[src/rtl/flght_pkg.sv]
// -----------------------------------------------------------------------------
// flght_pkg
// Shared definitions for the flight PID mixer: FSM state encoding, fixed-point
// widths of the per-axis error path, and the P/D scale constants.
// No ports (package).
// -----------------------------------------------------------------------------
package flght_pkg;

    // Mixer FSM; the encoding is visible on the state output.
    typedef enum logic [1:0] {
        ST_IDLE     = 2'd0,
        ST_CAL      = 2'd1,
        ST_RUN      = 2'd2,
        ST_SPINDOWN = 2'd3
    } state_t;

    // Attitude inputs are 16-bit signed.
    localparam int ATT_W   = 16;

    // Saturated error: 10-bit signed, symmetric range.
    localparam int ERR_W   = 10;
    localparam int ERR_MAX = 511;
    localparam int ERR_MIN = -511;

    // P term = (P_MUL * err) >>> P_SHIFT, i.e. 5/8 of the error.
    localparam int P_MUL   = 5;
    localparam int P_SHIFT = 3;

    // D term = sat12((err - prev) * D_COEFF).
    localparam int D_COEFF = 7;
    localparam int D_W     = 12;
    localparam int D_MAX   = 2047;
    localparam int D_MIN   = -2048;

    // Integrator: 16-bit signed, saturating.
    localparam int ACC_W   = 16;
    localparam int ACC_MAX = 32767;
    localparam int ACC_MIN = -32768;

endpackage

[src/rtl/pid_axis.sv]
// -----------------------------------------------------------------------------
// pid_axis
// One control axis: saturated error capture (stage 1), D_DEPTH-deep error
// history for the derivative, saturating integrator, and the P/D/I terms
// formed combinationally from the stage-1 registers.
// Ports:
//   clk, rst_n        clock, asynchronous active-low reset
//   vld               new sample: capture error, push history, integrate
//   run               integrator enable; integrator held at 0 when low
//   desired, actual   16-bit signed attitude
//   pterm, dterm, iterm  signed terms for the mixer (valid the cycle after vld)
// -----------------------------------------------------------------------------
module pid_axis
    import flght_pkg::*;
#(
    parameter int D_DEPTH = 12,
    parameter int I_SHIFT = 6
) (
    input  logic                    clk,
    input  logic                    rst_n,
    input  logic                    vld,
    input  logic                    run,
    input  logic signed [ATT_W-1:0] desired,
    input  logic signed [ATT_W-1:0] actual,
    output logic signed [ERR_W-1:0] pterm,
    output logic signed [D_W-1:0]   dterm,
    output logic signed [ACC_W-1:0] iterm
);

    localparam int PTR_W = (D_DEPTH > 1) ? $clog2(D_DEPTH) : 1;
    localparam int CNT_W = $clog2(D_DEPTH + 1);
    localparam int PW    = ERR_W + 3;   // holds 5 * err
    localparam int DW    = ERR_W + 4;   // holds (err - prev) * 7

    logic signed [ATT_W:0]   diff;
    logic signed [ERR_W-1:0] err_sat;
    logic signed [ACC_W:0]   acc_sum;
    logic signed [ACC_W-1:0] acc_next;

    logic signed [ERR_W-1:0] err_reg;
    logic signed [ERR_W-1:0] prev_reg;
    logic signed [ACC_W-1:0] acc_reg;
    logic signed [ERR_W-1:0] err_mem [D_DEPTH];
    logic [PTR_W-1:0]        wr_ptr_reg;
    logic [CNT_W-1:0]        fill_reg;

    logic signed [PW-1:0]    p_scaled;
    logic signed [PW-1:0]    p_shifted;
    logic signed [ERR_W:0]   d_delta;
    logic signed [DW-1:0]    d_scaled;

    // One extra bit so the subtraction itself can never overflow.
    assign diff = (ATT_W+1)'(desired) - (ATT_W+1)'(actual);

    always_comb begin
        err_sat = diff[ERR_W-1:0];
        if (diff > (ATT_W+1)'(ERR_MAX)) begin
            err_sat = ERR_W'(ERR_MAX);
        end else if (diff < (ATT_W+1)'(ERR_MIN)) begin
            err_sat = ERR_W'(ERR_MIN);
        end
    end

    // Integrator saturates instead of wrapping.
    assign acc_sum = (ACC_W+1)'(acc_reg) + (ACC_W+1)'(err_sat);

    always_comb begin
        acc_next = acc_sum[ACC_W-1:0];
        if (acc_sum > (ACC_W+1)'(ACC_MAX)) begin
            acc_next = ACC_W'(ACC_MAX);
        end else if (acc_sum < (ACC_W+1)'(ACC_MIN)) begin
            acc_next = ACC_W'(ACC_MIN);
        end
    end

    // The history slot at wr_ptr holds the sample pushed D_DEPTH vlds ago,
    // but only once the ring has been filled; before that prev reads as 0.
    always_ff @(posedge clk or negedge rst_n) begin
        if (!rst_n) begin
            err_reg    <= '0;
            prev_reg   <= '0;
            acc_reg    <= '0;
            wr_ptr_reg <= '0;
            fill_reg   <= '0;
            for (int i = 0; i < D_DEPTH; i++) begin
                err_mem[i] <= '0;
            end
        end else begin
            if (vld) begin
                err_reg             <= err_sat;
                prev_reg            <= (fill_reg == CNT_W'(D_DEPTH)) ? err_mem[wr_ptr_reg] : '0;
                err_mem[wr_ptr_reg] <= err_sat;
                wr_ptr_reg          <= (wr_ptr_reg == PTR_W'(D_DEPTH - 1)) ? '0 : wr_ptr_reg + PTR_W'(1);
                if (fill_reg != CNT_W'(D_DEPTH)) begin
                    fill_reg <= fill_reg + CNT_W'(1);
                end
            end
            if (!run) begin
                acc_reg <= '0;
            end else if (vld) begin
                acc_reg <= acc_next;
            end
        end
    end

    // P term: arithmetic shift rounds toward minus infinity.
    assign p_scaled  = PW'(err_reg) * PW'(P_MUL);
    assign p_shifted = p_scaled >>> P_SHIFT;
    assign pterm     = ERR_W'(p_shifted);

    // D term, saturated to 12 bits.
    assign d_delta  = (ERR_W+1)'(err_reg) - (ERR_W+1)'(prev_reg);
    assign d_scaled = DW'(d_delta) * DW'(D_COEFF);

    always_comb begin
        dterm = D_W'(d_scaled);
        if (d_scaled > DW'(D_MAX)) begin
            dterm = D_W'(D_MAX);
        end else if (d_scaled < DW'(D_MIN)) begin
            dterm = D_W'(D_MIN);
        end
    end

    assign iterm = acc_reg >>> I_SHIFT;

endmodule

[src/rtl/flght_pid_mixer.sv]
// -----------------------------------------------------------------------------
// flght_pid_mixer
// Quad-rotor attitude PID + motor mixer. Three pid_axis instances (pitch,
// roll, yaw) produce P/D/I terms one cycle after vld; the mixer combines them
// with thrust into four clamped targets, and the FSM slews the registered
// motor speeds toward them the following cycle (2-cycle latency from vld).
// Ports:
//   clk, rst_n                       clock, asynchronous active-low reset
//   vld                              new inertial sample
//   arm                              motors enabled
//   inertial_cal                     calibration in progress
//   d_ptch, d_roll, d_yaw            desired attitude, 16-bit signed
//   ptch, roll, yaw                  actual attitude, 16-bit signed
//   thrst                            thrust, 9-bit unsigned
//   frnt_spd, bck_spd, lft_spd, rght_spd  registered motor speeds
//   spd_vld                          one-cycle pulse per RUN/SPINDOWN update
//   state                            current FSM state
// -----------------------------------------------------------------------------
module flght_pid_mixer
    import flght_pkg::*;
#(
    parameter int SPD_W         = 11,
    parameter int CAL_SPEED     = 'h290,
    parameter int MIN_RUN_SPEED = 'h2C0,
    parameter int D_DEPTH       = 12,
    parameter int I_SHIFT       = 6,
    parameter int RAMP_STEP     = 'h20
) (
    input  logic                    clk,
    input  logic                    rst_n,
    input  logic                    vld,
    input  logic                    arm,
    input  logic                    inertial_cal,
    input  logic signed [ATT_W-1:0] d_ptch,
    input  logic signed [ATT_W-1:0] d_roll,
    input  logic signed [ATT_W-1:0] d_yaw,
    input  logic signed [ATT_W-1:0] ptch,
    input  logic signed [ATT_W-1:0] roll,
    input  logic signed [ATT_W-1:0] yaw,
    input  logic [8:0]              thrst,
    output logic [SPD_W-1:0]        frnt_spd,
    output logic [SPD_W-1:0]        bck_spd,
    output logic [SPD_W-1:0]        lft_spd,
    output logic [SPD_W-1:0]        rght_spd,
    output logic                    spd_vld,
    output logic [1:0]              state
);

    localparam int TW      = SPD_W + 3;          // signed target width
    localparam int SPD_MAX = (1 << SPD_W) - 1;
    localparam int N_AX    = 3;
    localparam int N_MOT   = 4;
    localparam int AX_P    = 0;
    localparam int AX_R    = 1;
    localparam int AX_Y    = 2;
    localparam int M_F     = 0;
    localparam int M_B     = 1;
    localparam int M_L     = 2;
    localparam int M_R     = 3;

    localparam logic [SPD_W-1:0] STEP    = SPD_W'(RAMP_STEP);
    localparam logic [SPD_W-1:0] CAL_SPD = SPD_W'(CAL_SPEED);

    state_t                  state_reg;
    logic                    vld_d1_reg;
    logic                    spd_vld_reg;
    logic [SPD_W-1:0]        spd_reg  [N_MOT];
    logic [SPD_W-1:0]        slew_arr [N_MOT];

    logic signed [ATT_W-1:0] des_arr   [N_AX];
    logic signed [ATT_W-1:0] act_arr   [N_AX];
    logic signed [ERR_W-1:0] pterm_arr [N_AX];
    logic signed [D_W-1:0]   dterm_arr [N_AX];
    logic signed [ACC_W-1:0] iterm_arr [N_AX];
    logic signed [TW-1:0]    sum_arr   [N_AX];
    logic signed [TW-1:0]    tgt_arr   [N_MOT];
    logic signed [TW-1:0]    base;
    logic                    run_en;
    logic                    all_zero;

    assign run_en = (state_reg == ST_RUN);

    assign des_arr[AX_P] = d_ptch;
    assign des_arr[AX_R] = d_roll;
    assign des_arr[AX_Y] = d_yaw;
    assign act_arr[AX_P] = ptch;
    assign act_arr[AX_R] = roll;
    assign act_arr[AX_Y] = yaw;

    // Stage 1 lives inside each axis; the terms are ready the cycle after vld.
    generate
        for (genvar gi = 0; gi < N_AX; gi++) begin : g_axis
            pid_axis #(
                .D_DEPTH (D_DEPTH),
                .I_SHIFT (I_SHIFT)
            ) u_axis (
                .clk     (clk),
                .rst_n   (rst_n),
                .vld     (vld),
                .run     (run_en),
                .desired (des_arr[gi]),
                .actual  (act_arr[gi]),
                .pterm   (pterm_arr[gi]),
                .dterm   (dterm_arr[gi]),
                .iterm   (iterm_arr[gi])
            );

            assign sum_arr[gi] = TW'(pterm_arr[gi]) + TW'(dterm_arr[gi]) + TW'(iterm_arr[gi]);
        end
    endgenerate

    assign base = TW'(MIN_RUN_SPEED) + TW'(thrst);

    // Motor mix: pitch tilts front/back, roll left/right, yaw opposes pairs.
    assign tgt_arr[M_F] = base - sum_arr[AX_P] - sum_arr[AX_Y];
    assign tgt_arr[M_B] = base + sum_arr[AX_P] - sum_arr[AX_Y];
    assign tgt_arr[M_L] = base - sum_arr[AX_R] + sum_arr[AX_Y];
    assign tgt_arr[M_R] = base + sum_arr[AX_R] + sum_arr[AX_Y];

    // Per motor: clamp target, pick goal (0 once disarmed), step toward it.
    generate
        for (genvar gi = 0; gi < N_MOT; gi++) begin : g_motor
            logic [SPD_W-1:0] clamp_val;
            logic [SPD_W-1:0] goal_val;
            logic [SPD_W-1:0] gap_val;
            logic [SPD_W-1:0] slew_val;

            always_comb begin
                clamp_val = tgt_arr[gi][SPD_W-1:0];
                if (tgt_arr[gi][TW-1]) begin
                    clamp_val = '0;
                end else if (tgt_arr[gi] > TW'(SPD_MAX)) begin
                    clamp_val = SPD_W'(SPD_MAX);
                end

                goal_val = (run_en && arm) ? clamp_val : '0;

                if (goal_val >= spd_reg[gi]) begin
                    gap_val  = goal_val - spd_reg[gi];
                    slew_val = (gap_val > STEP) ? spd_reg[gi] + STEP : goal_val;
                end else begin
                    gap_val  = spd_reg[gi] - goal_val;
                    slew_val = (gap_val > STEP) ? spd_reg[gi] - STEP : goal_val;
                end
            end

            assign slew_arr[gi] = slew_val;
        end
    endgenerate

    always_comb begin
        all_zero = 1'b1;
        for (int i = 0; i < N_MOT; i++) begin
            if (spd_reg[i] != '0) begin
                all_zero = 1'b0;
            end
        end
    end

    // FSM with registered motor speeds. A vld seen in cycle N reaches the
    // axis registers at the end of N; vld_d1_reg then commits the slewed
    // speeds at the end of N+1. Disarming in RUN still commits that update,
    // already steering toward 0.
    always_ff @(posedge clk or negedge rst_n) begin
        if (!rst_n) begin
            state_reg   <= ST_IDLE;
            vld_d1_reg  <= 1'b0;
            spd_vld_reg <= 1'b0;
            for (int i = 0; i < N_MOT; i++) begin
                spd_reg[i] <= '0;
            end
        end else begin
            vld_d1_reg  <= vld;
            spd_vld_reg <= 1'b0;
            case (state_reg)
                ST_IDLE: begin
                    for (int i = 0; i < N_MOT; i++) begin
                        spd_reg[i] <= arm ? CAL_SPD : '0;
                    end
                    if (arm) begin
                        state_reg <= ST_CAL;
                    end
                end
                ST_CAL: begin
                    for (int i = 0; i < N_MOT; i++) begin
                        spd_reg[i] <= CAL_SPD;
                    end
                    if (!arm) begin
                        state_reg <= ST_SPINDOWN;
                    end else if (!inertial_cal) begin
                        state_reg <= ST_RUN;
                    end
                end
                ST_RUN: begin
                    if (vld_d1_reg) begin
                        spd_vld_reg <= 1'b1;
                        for (int i = 0; i < N_MOT; i++) begin
                            spd_reg[i] <= slew_arr[i];
                        end
                    end
                    if (!arm) begin
                        state_reg <= ST_SPINDOWN;
                    end
                end
                ST_SPINDOWN: begin
                    if (vld_d1_reg) begin
                        spd_vld_reg <= 1'b1;
                        for (int i = 0; i < N_MOT; i++) begin
                            spd_reg[i] <= slew_arr[i];
                        end
                    end
                    if (all_zero) begin
                        state_reg <= ST_IDLE;
                    end
                end
                default: begin
                    state_reg <= ST_IDLE;
                end
            endcase
        end
    end

    assign frnt_spd = spd_reg[M_F];
    assign bck_spd  = spd_reg[M_B];
    assign lft_spd  = spd_reg[M_L];
    assign rght_spd = spd_reg[M_R];
    assign spd_vld  = spd_vld_reg;
    assign state    = state_reg;

endmodule

[config.mk]
export PLATFORM = sky130hd
export DESIGN_NAME = flght_pid_mixer
export DESIGN_NICKNAME = d
export VERILOG_FILES = /design/src/rtl/flght_pkg.sv /design/src/rtl/pid_axis.sv /design/src/rtl/flght_pid_mixer.sv
export SDC_FILE = /design/constraint.sdc
export NUM_CORES = 2
export LEC_CHECK = 0
export ABC_AREA = 1
export CORE_MARGIN = 2
export CORE_UTILIZATION = 51
export CTS_BUF_LIST = sky130_fd_sc_hd__clkbuf_8 sky130_fd_sc_hd__clkbuf_16
export CTS_CLUSTER_DIAMETER = 80
export DETAILED_ROUTE_END_ITERATION = 10
export GPL_TIMING_DRIVEN = 1
export PLACE_DENSITY = 0.68
export SLEW_MARGIN = 40
export SYNTH_ARGS = -nofsm -noshare
export SYNTH_HDL_FRONTEND = slang
export SYNTH_SLANG_ARGS = --single-unit
[constraint.sdc]
create_clock -name clk -period 23 [get_ports clk]
set_clock_uncertainty 0.1 [all_clocks]
set_input_delay 5.75 -clock clk [delete_from_list [all_inputs] [get_ports clk]]
set_output_delay 5.75 -clock clk [all_outputs]
set_load 0.01 [all_outputs]
After elaboration in Yosys (flattened, before gate mapping)
Index checks and enable logic that the tools add are counted.
- add/subtract/negate cells: 46
- $mul: 6
- magnitude comparators: 40
- equal/unequal tests: 18
- mux-type cells: 87
- bitwise gates (word level): 3
- reduce and logical (&&, ||, !) cells: 14
- operator list (kind ; count):
    $bwmux W120 ; 3
    $mux W11 ; 24
    $mux W16 ; 12
    $mux W10 ; 19
    $pmux W44 S3 ; 1
    $bmux W10 S4 ; 3
    $demux W10 S4 ; 3
    $gt A14 B12 Y1 const B ; 7
    $gt A11 B6 Y1 const B ; 8
    $sub A11 B11 Y11 ; 8
    $mux W12 ; 6
    $add A16 B10 Y17 ; 3
    $gt A17 B10 Y1 const B ; 3
    $gt A17 B16 Y1 const B ; 3
    $lt A17 B10 Y1 const B ; 3
    $lt A17 B16 Y1 const B ; 3
    $sub A16 B16 Y17 ; 3
    $add A11 B6 Y11 const B ; 4
    $ge A11 B11 Y1 ; 4
    $mux W44 ; 1
    $reduce_bool A11 Y1 ; 4
    $sub A11 B6 Y11 const B ; 4
    $add A13 B10 Y14 ; 3
    $lt A14 B12 Y1 const B ; 3
    29 further kinds ; 79
- bits in registers: 540
- word-level logic and storage cells: 272

Depth between registers and ports, before layout
- depth after elaboration: 19
- mapped depth: 81

Hierarchy
A second synthesis with hierarchy kept.
- cell total of the unflattened synthesis: 7187
- area total of the unflattened synthesis: 49984.2 um^2
- by module, submodules not included (module ; times used ; cells an instance ; area each (um^2)):
    flght_pid_mixer ; 1 ; 2295 ; 15065.7
    pid_axis at g_axis[2].u_axis ; 1 ; 1658 ; 11682.5
    pid_axis at g_axis[0].u_axis ; 1 ; 1632 ; 11632.4
    pid_axis at g_axis[1].u_axis ; 1 ; 1602 ; 11603.6

Worst setup path before layout
Ideal clock, no wire load.
- kind: reg-to-reg
- from: register g_axis[2].u_axis.prev_reg[0]
- to: register spd_reg, in the netlist bck_spd[9]
- arrival: 11477 ps
- required time: 22764 ps
- setup slack: 11287 ps
- stages on the path, launching flop included: 70
- path buffers: 1
- clock period less this slack: 11713 ps
- cell sequence: dfrtp_1 > ha_1 > fa_1 > o31ai_1 > xor2_1 > ha_1 > ha_1 > xor2_1 > ha_1 > nand2_1 > o21ai_0 > a21oi_1 > o21bai_1 > a21oi_1 > o21bai_1 > nand2_1 > nand2_1 > a21oi_1 > [34 not listed] > inv_1 > ha_1 > inv_1 > fa_1 > a221oi_1 > o21bai_1 > a21oi_1 > o21ai_0 > xor2_1 > nor4_1 > clkbuf_1 > nand2_1 > o211ai_1 > nand2_1 > nand2_1 > nand2_1 > nand2_1 > a21oi_1
- word-level cells in the longest chain between the ends: 18
- ends and longest elaborated chain (element ; line ; source):
    from (decl) ; pid_axis.sv:41 ; logic signed [ERR_W-1:0] prev_reg;
    from (signal assigned) ; pid_axis.sv:91 ; prev_reg <= (fill_reg == CNT_W'(D_DEPTH)) ? err_mem[wr_ptr_reg] : '0;
    $sub A10 B10 Y11 * ; pid_axis.sv:112 ; assign d_delta = (ERR_W+1)'(err_reg) - (ERR_W+1)'(prev_reg);
    $mul A11 B4 Y14 * ; pid_axis.sv:113 ; assign d_scaled = DW'(d_delta) * DW'(D_COEFF);
    $lt A14 B12 Y1 ; pid_axis.sv:119 ; end else if (d_scaled < DW'(D_MIN)) begin
    $mux W12 ; pid_axis.sv:119 ;
    $mux W12 * ; pid_axis.sv:117 ; if (d_scaled > DW'(D_MAX)) begin
    $add A10 B12 Y13 * ; flght_pid_mixer.sv:108 ; assign sum_arr[gi] = TW'(pterm_arr[gi]) + TW'(dterm_arr[gi]) + TW'(iterm_arr[gi]);
    $add A13 B10 Y14 * ; flght_pid_mixer.sv:108 ;
    $sub A14 B14 Y14 * ; flght_pid_mixer.sv:116 ; assign tgt_arr[M_B] = base + sum_arr[AX_P] - sum_arr[AX_Y];
    [2 not listed] ; -- ;
    $mux W11 * ; flght_pid_mixer.sv:130 ; if (tgt_arr[gi][TW-1]) begin
    $mux W11 * ; flght_pid_mixer.sv:136 ; goal_val = (run_en && arm) ? clamp_val : '0;
    $sub A11 B11 Y11, on equally long branches ; flght_pid_mixer.sv:142, flght_pid_mixer.sv:139 ;
    $gt A11 B6 Y1, on equally long branches ; flght_pid_mixer.sv:143, flght_pid_mixer.sv:140 ;
    $mux W11, on equally long branches ; flght_pid_mixer.sv:143, flght_pid_mixer.sv:140 ;
    $mux W11 * ; flght_pid_mixer.sv:138 ; if (goal_val >= spd_reg[gi]) begin
    $mux W44 * ; flght_pid_mixer.sv:195, flght_pid_mixer.sv:206 ;
    $pmux W44 S3 * ; flght_pid_mixer.sv:175 ; case (state_reg)
    to (signal, indexed assignment) ; flght_pid_mixer.sv:178 ; spd_reg[i] <= arm ? CAL_SPD : '0;
    to (signal, indexed assignment) ; flght_pid_mixer.sv:198 ; spd_reg[i] <= slew_arr[i];
    to (signal, indexed assignment) ; flght_pid_mixer.sv:209 ; spd_reg[i] <= slew_arr[i];
    to (decl) ; flght_pid_mixer.sv:67 ; logic [SPD_W-1:0] spd_reg [N_MOT];
Mark *: on every way between the ends. The rest lies on a longest branch, timed or not. The select of a mux whose other input is x is not followed.
A chain may end at the register's enable or synchronous reset.

Worst setup path after layout
- from: register g_axis[2].u_axis.prev_reg[0]
- to: register spd_reg, in the netlist frnt_spd[9]
- word-level cells in the longest chain between the ends: 18
- ends and longest elaborated chain (element ; line ; source):
    $sub A10 B10 Y11 * ; pid_axis.sv:112 ;
    $mul A11 B4 Y14 * ; pid_axis.sv:113 ;
    $lt A14 B12 Y1 ; pid_axis.sv:119 ;
    $mux W12 ; pid_axis.sv:119 ;
    $mux W12 * ; pid_axis.sv:117 ;
    $add A10 B12 Y13 * ; flght_pid_mixer.sv:108 ;
    $add A13 B10 Y14 * ; flght_pid_mixer.sv:108 ;
    $sub A14 B14 Y14 * ; flght_pid_mixer.sv:115 ; assign tgt_arr[M_F] = base - sum_arr[AX_P] - sum_arr[AX_Y];
    [2 not listed] ; -- ;
    $mux W11 * ; flght_pid_mixer.sv:130 ;
    $mux W11 * ; flght_pid_mixer.sv:136 ;
    $sub A11 B11 Y11, on equally long branches ; flght_pid_mixer.sv:142, flght_pid_mixer.sv:139 ;
    $gt A11 B6 Y1, on equally long branches ; flght_pid_mixer.sv:143, flght_pid_mixer.sv:140 ;
    $mux W11, on equally long branches ; flght_pid_mixer.sv:143, flght_pid_mixer.sv:140 ;
    $mux W11 * ; flght_pid_mixer.sv:138 ;
    $mux W44 * ; flght_pid_mixer.sv:195, flght_pid_mixer.sv:206 ;
    $pmux W44 S3 * ; flght_pid_mixer.sv:175 ;
Marks and branches as above.

==> impl_summary.txt <==
----------------------------------------------------
[Outcome]
  Status ... finished clean

[Floorplanning]
  Die extent in x ... slightly above 300 um
  Number of placement rows ... 110
  I/O pin count ... 157
  Area of the core region ... 89900 um^2
  Die area ... 92900 um^2
  Initial Util ... about half
  Vertical die dimension ... 305 um

[Worst hold path]
  Worst Hold Path Cells ... 2
  Endpoint of the worst hold path ... g_axis[0].u_axis.err_mem[80]
  Worst Hold Launch ... g_axis[0].u_axis.err_mem[80]
  Class of the worst hold path ... reg -> reg

[STA]
  Final count of hold timing violations ... 0
  Crit share post-route ... 57.1%
  Number of max-slew violations in the final report ... 0
  Worst rel slew slack ... 42.5%
  Worst Tran Pin Value ... around 0.86 ns
  Final Setup Violations ... 0
  Fin crit period ... 13.13 ns
  Accumulated negative setup slack ... 0 ns
  Worst hold margin ... around 0.37 ns
  Setup repair after global routing missed its margin ... false
  Fmax ... 76.2 MHz

[Detailed routing]
  Final antenna-violating net count ... 0
  Total DRC errors in the routed layout ... 0
  WL per Instance ... 16.6 um
  Wire length after detailed routing ... 124 mm
  Vias/cell ... 5.45
  Detailed router's first-iteration violation count ... 3027
  Total iterations of the first detailed-routing run ... 8
  Vias after detailed routing ... 40800

[Setup path]
  Data arrival at the endpoint of the critical path ... 13.59 ns
  Worst reg2reg setup slack ... between 9 and 10 ns
  R2R depth ... 67
  Largest incremental delay on the critical path ... 0.52 ns
  Data required time of the critical path ... 23.46 ns
  Capturing element type of the critical path ... flop
  Crit start category ... flop
  CP Launch Point ... g_axis[2].u_axis.prev_reg[0]
  CP Max Fanout ... 11
  Cell with the largest stage delay on the worst path ... a21oi_2
  Origin of the critical flop-to-flop path ... g_axis[2].u_axis.prev_reg[0]
  Terminus of the critical flop-to-flop path ... frnt_spd[9]
  Crit Path Class ... reg -> reg

[Finish]
  Nets ... 6963
  Total non-filler cell area in the finished layout ... 51100 um^2
  Largest register FFs ... 360
  Share of final-layout standard cells stronger than drive strength 1 ... just over 5%
  P&R area growth vs syn ... 10.6%
  Number of diodes ... 0
  Number of standard cells in the final layout excluding fillers ... 7479

[Yosys]
  Number of instances in the synthesized netlist ... between 6000 and 7000
  Share of synthesized flip-flops with an asynchronous set or reset ... 100%
  Complex-gate fraction of the synthesized area ... between 10% and 20%
  Primary FF master, synth ... dfrtp_1
  Number of enable-type register cells in the synthesized netlist ... 0
  Dominant cell by count in the synthesized netlist ... nand2_1
  Count of yosys warnings during synthesis ... 0
  Adder and majority gate portion of the synthesized area ... 17.8%
  Sequential element share of the synthesized area ... 29.3%
  Largest family of logic cells by synthesized area ... simple AND/OR/NAND/NOR gates
  Area fraction of the dominant cell type after synthesis ... 29.3%
  Synthesized Nets ... 6884
  Synthesized-area fraction occupied by and/or/nand/nor cells ... 19.2%
  Synthesized-area fraction occupied by xor and xnor cells ... roughly 6%
  Yosys reg bits ... 540
  Dominant cell type by area after synthesis ... dfrtp_1
  Post-Syn Area ... 46200 um^2
  Mux contribution to synthesized area ... 0.173%
  Leading cell types by total area after synthesis ... dfrtp_1 (29%), ha_1 (13%), nand2_1 (9.7%)
  Number of distinct library cell variants in the gate-level netlist after synthesis ... between 60 and 70
  Syn_area_per_cell ... 7.47 um^2
  Ranking of synthesized cells by instance count ... nand2_1 (1194), inv_1 (954), o21ai_0 (743)

[Global route]
  Total routing usage reported by global routing ... 26.7%
  Aggregate global routing overflow ... 0
  Maximum number of pins on one net before global-route repair ... 88
  First-pass GRT wire length ... 205 mm
  Antenna violations before repair ... 1
  Vias in the first global route ... roughly 40000

[CTS]
  TritonCTS buffer count ... 69
  PostCTS Resize Cnt ... 0
  CTS H-Tree Depth ... 3
  TritonCTS clock tree ... done
  Hold Buf Count CTS ... 0
  Clock Tree Buf Depth ... 3
  Root Buffer Master ... clkbuf_16
  Number of clock sinks ... 540
  Worst-skew pair later-pin latency ... between 0.6 and 0.7 ns
  Clock input transition at the sequential cells of the worst setup and hold paths ... 0.06 ns
  Post-CTS setup buffer count ... 0

[Placement]
  Count of placed standard cells including taps ... 7361
  Total placed instance area ... approximately 49000 um^2
  HPWL after detailed placement ... 92.2 mm
  Gp weighted congestion ... 0.936
  IO buf count ... 156

[Flow run]
  Number of max-cap violations ... 0

----------------------------------------------------
-- cell families (layout without fill, tap and decap cells) --
group                    Yosys count  count (layout)
AND/OR/NAND/NOR                 2065            2065
AO/OA/AOI/OAI                   1478            1478
buffers and inverters           1170            1295
adder cells (fa/ha/maj)          596             596
flip-flops                       540             540
XOR/XNOR                         321             321
multiplexers                       8               8
-- critical path, delay by kind of cell (launching register included) --
family | cells | cell delay, ns
AO/OA/AOI/OAI | 27 | 5.29
adder cells (fa/ha/maj) | 11 | 3.46
AND/OR/NAND/NOR | 16 | 1.80
XOR/XNOR | 6 | 1.35
buffers and inverters | 7 | 0.67
flip-flops | 1 | 0.39
-- cell type report --
class | instances | area [um^2]
Fill cell | 8545 | 38800
Multi-Input combinational cell | 4468 | 28200
Sequential cell | 540 | 13500
Inverter | 978 | 3670
Timing Repair Buffer | 200 | 1940
Clock buffer | 80 | 1900
Tap cell | 1176 | 1470
Clock inverter | 37 | 318
-- per-layer routing --
metal	global-route usage (%)	part of all wire (%)	vias up	wire, um
met4	7.78	2.4	2	3030
met1	37.0	46	19300	57500
met2	44.0	46	993	57100
li1	-	-	20400	-
met5	0	0.015	-	19
met3	3.23	5.0	171	6200
-- per-stage QoR --
| stage | worst slack, ns | util (%) |
|---|---|---|
| after detailed placement | 9.82 | 54.3 |
| after CTS | 9.96 | 56.8 |
| after floorplan | 11.29 | - |
| after global routing | 8.51 | 56.8 |
| final | 9.87 | 56.8 |
| after global placement | 10.12 | 54.2 |
-- worst max-delay path by stage --
stage | endpoint | slack [ns]
floorplan | bck_spd[9] | 11.29
global route | rght_spd[9] | 8.51
global placement | g_axis[1].u_axis.acc_reg[2] | 10.12
CTS | frnt_spd[9] | 9.96
detailed placement | g_axis[1].u_axis.acc_reg[4] | 9.82
finish | frnt_spd[9] | 9.87
-- layout by cell type, fill, tap and decap left out, types with 15 or more instances in the layout --
cell type,instances
nand3_1,232
ha_1,494
o22ai_1,83
xnor2_1,71
nor2_1,384
a21o_1,19
or2_2,32
nor3_1,39
buf_4,36
clkinv_1,15
o21ai_0,743
xor2_1,248
o21ai_1,32
clkdlybuf4s50_1,154
nor2_2,17
o221ai_1,24
clkbuf_16,71
nand3_2,22
inv_1,972
nand2_2,38
a21oi_1,381
nand4_1,35
fa_1,102
o21bai_1,63
dfrtp_1,537
nor4_1,16
nand2_1,1193
o211ai_1,43
Power is left out: the tool's default activity adds up to more than one toggle a clock period on the data nets, which glitch-free logic cannot reach.
